<file path="config.mk">
export PLATFORM = sky130hd
export DESIGN_NAME = ad9265_cfg_seq
export DESIGN_NICKNAME = d
export VERILOG_FILES = /design/src/rtl/ad9265_cfg_seq.sv
export SDC_FILE = /design/constraint.sdc
export NUM_CORES = 1
export LEC_CHECK = 0
export BUFFER_PORTS_ARGS = -buffer_cell sky130_fd_sc_hd__buf_2
export CAP_MARGIN = 20
export CORE_AREA = 2 2 124 126
export DETAILED_ROUTE_END_ITERATION = 10
export DIE_AREA = 0 0 126 128
export HOLD_SLACK_MARGIN = 0.02
export PLACE_DENSITY = 0.45
export RECOVER_POWER = 25
export SLEW_MARGIN = 20
export SYNTH_ARGS = -nofsm -noshare
export SYNTH_HDL_FRONTEND = slang
export SYNTH_SLANG_ARGS = --single-unit
</file>
<file path="constraint.sdc">
create_clock -name clk -period 3.15 [get_ports clk]
set_input_delay 0 -clock clk [delete_from_list [all_inputs] [get_ports clk]]
set_output_delay 0 -clock clk [all_outputs]
set_load 0.005 [all_outputs]
</file>
<file path="src/rtl/ad9265_cfg_seq.sv">
// AD9265 serial-port configuration sequencer: power-up wait, fixed register table,
// and single user writes into a shared 24-bit SPI write engine.
module ad9265_cfg_seq #(
  parameter logic [15:0] PWRUP_CYC    = 16'd50000,
  parameter logic [7:0]  GAP_CYC      = 8'd20,
  parameter logic [15:0] RST_WAIT_CYC = 16'd1000,
  parameter logic [15:0] TIMEOUT_CYC  = 16'd4095
) (
  input  logic        clk,
  input  logic        rst_n,
  input  logic        cfg_start,
  input  logic        usr_wr_req,
  input  logic [12:0] usr_wr_addr,
  input  logic [7:0]  usr_wr_data,
  output logic        usr_wr_ack,
  output logic        spi_data_en,
  output logic [23:0] spi_data,
  input  logic        spi_conf_ok,
  output logic        cfg_busy,
  output logic        cfg_done,
  output logic        cfg_err
);

  typedef enum logic [2:0] {
    S_PWRUP,
    S_IDLE,
    S_ISSUE,
    S_WAIT,
    S_GAP,
    S_DONE
  } state_t;

  state_t      state_q, state_d;
  logic [15:0] cnt_q, cnt_d;
  logic [2:0]  idx_q, idx_d;
  logic        user_q, user_d;
  logic [12:0] addr_q, addr_d;
  logic [7:0]  wdat_q, wdat_d;
  logic        en_q, en_d;
  logic [23:0] word_q, word_d;
  logic        done_q, done_d;
  logic        err_q, err_d;

  // In user mode idx 0 is the requested write and idx 1 the transfer word.
  function automatic logic [23:0] word_of(input logic        user,
                                          input logic [2:0]  idx,
                                          input logic [12:0] addr,
                                          input logic [7:0]  data);
    logic [12:0] a;
    logic [7:0]  d;
    a = 13'h0FF;
    d = 8'h01;
    if (user) begin
      if (idx == 3'd0) begin
        a = addr;
        d = data;
      end
    end else begin
      case (idx)
        3'd0:    begin a = 13'h000; d = 8'h3C; end
        3'd1:    begin a = 13'h008; d = 8'h00; end
        3'd2:    begin a = 13'h014; d = 8'h01; end
        3'd3:    begin a = 13'h016; d = 8'h00; end
        default: begin a = 13'h0FF; d = 8'h01; end
      endcase
    end
    return {1'b0, 2'b00, a, d};
  endfunction

  always_ff @(posedge clk or negedge rst_n) begin
    if (!rst_n) begin
      state_q <= S_PWRUP;
      cnt_q   <= '0;
      idx_q   <= '0;
      user_q  <= 1'b0;
      addr_q  <= '0;
      wdat_q  <= '0;
      en_q    <= 1'b0;
      word_q  <= '0;
      done_q  <= 1'b0;
      err_q   <= 1'b0;
    end else begin
      state_q <= state_d;
      cnt_q   <= cnt_d;
      idx_q   <= idx_d;
      user_q  <= user_d;
      addr_q  <= addr_d;
      wdat_q  <= wdat_d;
      en_q    <= en_d;
      word_q  <= word_d;
      done_q  <= done_d;
      err_q   <= err_d;
    end
  end

  always_comb begin
    state_d    = state_q;
    cnt_d      = cnt_q;
    idx_d      = idx_q;
    user_d     = user_q;
    addr_d     = addr_q;
    wdat_d     = wdat_q;
    done_d     = done_q;
    err_d      = err_q;
    en_d       = 1'b0;
    word_d     = word_q;
    usr_wr_ack = 1'b0;

    case (state_q)
      S_PWRUP: begin
        if (cnt_q == PWRUP_CYC) begin
          state_d = S_ISSUE;
          idx_d   = 3'd0;
          user_d  = 1'b0;
        end else begin
          cnt_d = cnt_q + 16'd1;
        end
      end
      S_IDLE: begin
        if (cfg_start) begin
          done_d  = 1'b0;
          err_d   = 1'b0;
          idx_d   = 3'd0;
          user_d  = 1'b0;
          state_d = S_ISSUE;
        end else if (usr_wr_req) begin
          addr_d  = usr_wr_addr;
          wdat_d  = usr_wr_data;
          idx_d   = 3'd0;
          user_d  = 1'b1;
          state_d = S_ISSUE;
        end
      end
      S_ISSUE: begin
        cnt_d   = '0;
        state_d = S_WAIT;
      end
      S_WAIT: begin
        if (spi_conf_ok) begin
          cnt_d   = (!user_q && idx_q == 3'd0) ? RST_WAIT_CYC : {8'd0, GAP_CYC};
          state_d = S_GAP;
        end else if (cnt_q == TIMEOUT_CYC) begin
          err_d   = 1'b1;
          user_d  = 1'b0;
          state_d = S_IDLE;
        end else if (cnt_q != 16'hFFFF) begin
          cnt_d = cnt_q + 16'd1;
        end
      end
      S_GAP: begin
        // Leaving on count 1 makes the next request land exactly gap+1 cycles after completion.
        if (cnt_q <= 16'd1) begin
          if (!user_q) begin
            if (idx_q == 3'd4) begin
              state_d = S_DONE;
            end else begin
              idx_d   = idx_q + 3'd1;
              state_d = S_ISSUE;
            end
          end else if (idx_q == 3'd0) begin
            idx_d   = 3'd1;
            state_d = S_ISSUE;
          end else begin
            usr_wr_ack = 1'b1;
            user_d     = 1'b0;
            state_d    = S_IDLE;
          end
        end else begin
          cnt_d = cnt_q - 16'd1;
        end
      end
      S_DONE: begin
        done_d  = 1'b1;
        state_d = S_IDLE;
      end
      default: state_d = S_PWRUP;
    endcase

    // Word and strobe are registered together so spi_data is valid with spi_data_en.
    if (state_d == S_ISSUE) begin
      en_d   = 1'b1;
      word_d = word_of(user_d, idx_d, addr_d, wdat_d);
    end
  end

  assign spi_data_en = en_q;
  assign spi_data    = word_q;
  assign cfg_busy    = (state_q != S_IDLE);
  assign cfg_done    = done_q;
  assign cfg_err     = err_q;

endmodule
</file>
==> results.py <==
metrics = {
    "global_route": {
        "track_usage_pct": 13.9,
        "antenna_found_initial": 0,
        "grt_first_pass_wirelength_um": 18100,
        "grt_overflow": 0,
        "grt_max_degree": 33,
        "grt_pass1_vias": 3396,
    },
    "detailed_routing": {
        "viasPerCell": 5.02,
        "ant_nets": 0,
        "firstDrtPassIters": 4,
        "initialDrtViolationCount": 160,
        "routedWlPerCell_um": 15.5,
        "via_count": 3441,
        "detail_route.drc_violations": 0,
        "routed_wl_um": 10600,
    },
    "floorplanning": {
        "coreArea_um2": 14900,
        "dieArea_um2": 16100,
        "num_rows": 45,
        "die_h_um": 128,
        "die_x_um": 126,
        "start_util_pct": 24.6,
        "num_io_pins": 55,
    },
    "status": {
        "status": "finished with violations",
        "violations": "max-capacitance violations, max-slew violations",
    },
    "placement": {
        "gp_congestion": 0.828,
        "pre_cts_ws_ns": 0.293,
        "port_buffers": 51,
        "hpwl_um": 7600,
    },
    "cts": {
        "cts.sinks": 59,
        "post-cts-setup-buffer-count": 0,
        "clockBufferDepth": 2,
        "cts-root-buf": "clkbuf_16",
        "cts_tree": "yes",
        "clock_latency_ns": 0.33,
        "numCtsBuffers": 9,
        "postCtsHoldBufs": 22,
        "clkTransAtPathRegs_ns": 0.06,
        "cts_htree_levels": 3,
        "cts_resized": 0,
    },
    "worst_hold_path": {
        "hp-class": "input pin to flip-flop",
        "hp-start": "usr_wr_addr[3]",
        "hold_depth": 3,
        "min_to": "spi_data[11]$_DFFE_PN0P_",
    },
    "yosys": {
        "synth_area_per_cell_um2": 8.74,
        "syn_inst": 418,
        "async_flop_share_pct": 100,
        "yosys_register_bits": 59,
        "synth_top_cell_area_share_pct": 40.4,
        "seq_area_frac_synth_pct": 40.4,
        "ys_types": 67,
        "yosys.area.top_type": "dfrtp_1",
        "yosysWarningCount": 0,
        "synthFlopType": "dfrtp_1",
        "netlist_area_um2": 3650,
        "yosys-top-cells-area": "dfrtp_1 (40%), nand2_1 (6.4%), o21ai_0 (3.7%)",
        "synth_edf_count": 0,
    },
    "setup_path": {
        "r2r_slack_ns": 0.28,
        "critPathLaunch": "cnt_q[0]$_DFFE_PN0P_",
        "critPathArrivalTime_ns": 3.09,
        "cp-start-kind": "flip-flop",
        "cp.required_ns": 3.36,
        "crit_type": "flip-flop to flip-flop",
        "rr_endpoint": "spi_data[8]$_DFFE_PN0P_",
        "r2r-start": "cnt_q[0]$_DFFE_PN0P_",
        "end_kind": "flip-flop",
        "worstPathMaxFanout": 9,
        "r2r_cells": 9,
    },
    "timing": {
        "period_needed_ns": 2.87,
        "fin_crit_sh_pct": 91.2,
        "finalSetupViolations": 0,
        "fin_tns_setup_ns": 0,
        "drv_slew": 33,
        "hold_violations": 0,
        "worst_slack_ns": 0.277,
        "rsz0062_at_grt": "false",
        "skew_ns": 0.00681,
        "fmax_mhz": 348,
        "maxSlewHeadroom_pct": -18.3,
        "max_slew.worst_pin.slew_ns": 1.78,
    },
    "final_layout": {
        "fin_nets": 524,
        "diodes": 0,
        "post_route_cells_drive_above_1_share_pct": 18.1,
        "area_delta_synth_final_pct": 27.7,
    },
    "pwr": {
        "totalPowerFinal_uw": 1930,
        "ir_worst_vdd_uv": 397,
        "leakage_uw": 0.00209,
        "power.density_nw_per_um2": 413,
    },
    "run": {
        "max_cap_viol_count": 1,
    },
}
cells by family (layout without fill, tap and decap cells):
group / count (synthesis) / after routing / synth area share, %
other cells: 1 / 3 / 0.103
buf+inv: 47 / 124 / 5.99
xor+xnor: 5 / 5 / 1.20
simple gates: 176 / 176 / 26.1
flops: 59 / 59 / 40.4
compound gates: 119 / 119 / 22.7
mux: 5 / 5 / 1.51
fa+ha+maj: 6 / 6 / 2.05
flip-flops by register name, summed over array words and instances, names as in the netlist:
register	cells
spi_data	21
cnt_q	16
addr_q	7
wdat_q	5
idx_q	3
state_q	3
cfg_done	1
cfg_err	1
spi_data_en	1
user_q	1
where the power goes:
group          internal, µW  leakage [µW]  total (µW)  switching (µW)
clock network           694      0.000153        1070             376
logic                  43.8       0.00114        83.9            40.1
registers               769      0.000798         774            5.31
total                  1510       0.00209        1930             421
cell type report:
cell class / instances / area (µm²)
well taps: 188 / 235
clock inverters: 6 / 90.1
inverters: 14 / 52.6
fillers: 1613 / 10200
multi-input cells: 314 / 1970
repair buffers: 94 / 611
flip-flops and latches: 59 / 1480
clock buffers: 10 / 229
stage by stage:
| step | cell area [µm²] | hold slack (ns) | instances | utilization (%) |
|---|---|---|---|---|
| finish | 4670 | 0.0479 | 685 | 31.4 |
| global route | 4670 | 0.0629 | 685 | 31.4 |
| CTS | 4690 | 0.0281 | 685 | 31.5 |
| detailed placement | 4150 | 0.115 | 647 | 27.9 |
| global placement | 4150 | 0.120 | 647 | 27.9 |
| floorplan | 3660 | -0.296 | 420 | - |
Yosys cell counts (9+ instances only):
library cell  count
clkbuf_1         20
nand2_1          62
a22o_1           13
nor3_1           14
o31ai_1          10
a31oi_1          11
a21oi_1          14
nand3_1           9
nor2_1           33
o21ai_0          27
inv_1            11
dfrtp_1          59
critical path: stages (launching register included):
cell and delay [ns]:
dfrtp_1 0.49, inv_1 0.10, ha_1 0.30, o2111ai_1 0.53, nor3_1 0.18, a21o_1 0.24, nand2_1 0.15, inv_2 0.08
or4b_1 0.47, a22o_1 0.20
cell usage in the layout, fill, tap and decap left out, types with 10 or more instances in the layout:
cell and instances:
a21oi_1 14, a22o_1 13, a31oi_1 11, buf_2 33
buf_4 21, clkbuf_1 19, dfrtp_1 59, dlygate4sd3_1 22
inv_1 11, nand2_1 62, nor2_1 33, nor3_1 14
o21ai_0 26, o31ai_1 10
metal layers:
layer	part of all wire, %	track usage [%]	up-vias	routed length, µm
met5	0	0	-	0
met4	0.92	2.78	0	98
met3	4.6	4.01	7	486
met2	48	22.7	93	5090
met1	47	18.4	1675	4970
li1	-	-	1666	-
worst max-delay path by stage:
stage / end / cells after the start
6_report: spi_data[8]$_DFFE_PN0P_ / 9
5_1_grt: spi_data[8]$_DFFE_PN0P_ / 9
4_1_cts: spi_data[3]$_DFFE_PN0P_ / 8
3_5_place_dp: spi_data[3]$_DFFE_PN0P_ / 8
3_3_place_gp: spi_data[10]$_DFFE_PN0P_ / 9
2_1_floorplan: spi_data[13]$_DFFE_PN0P_ / 9
(Power assumes the default switching activity.)
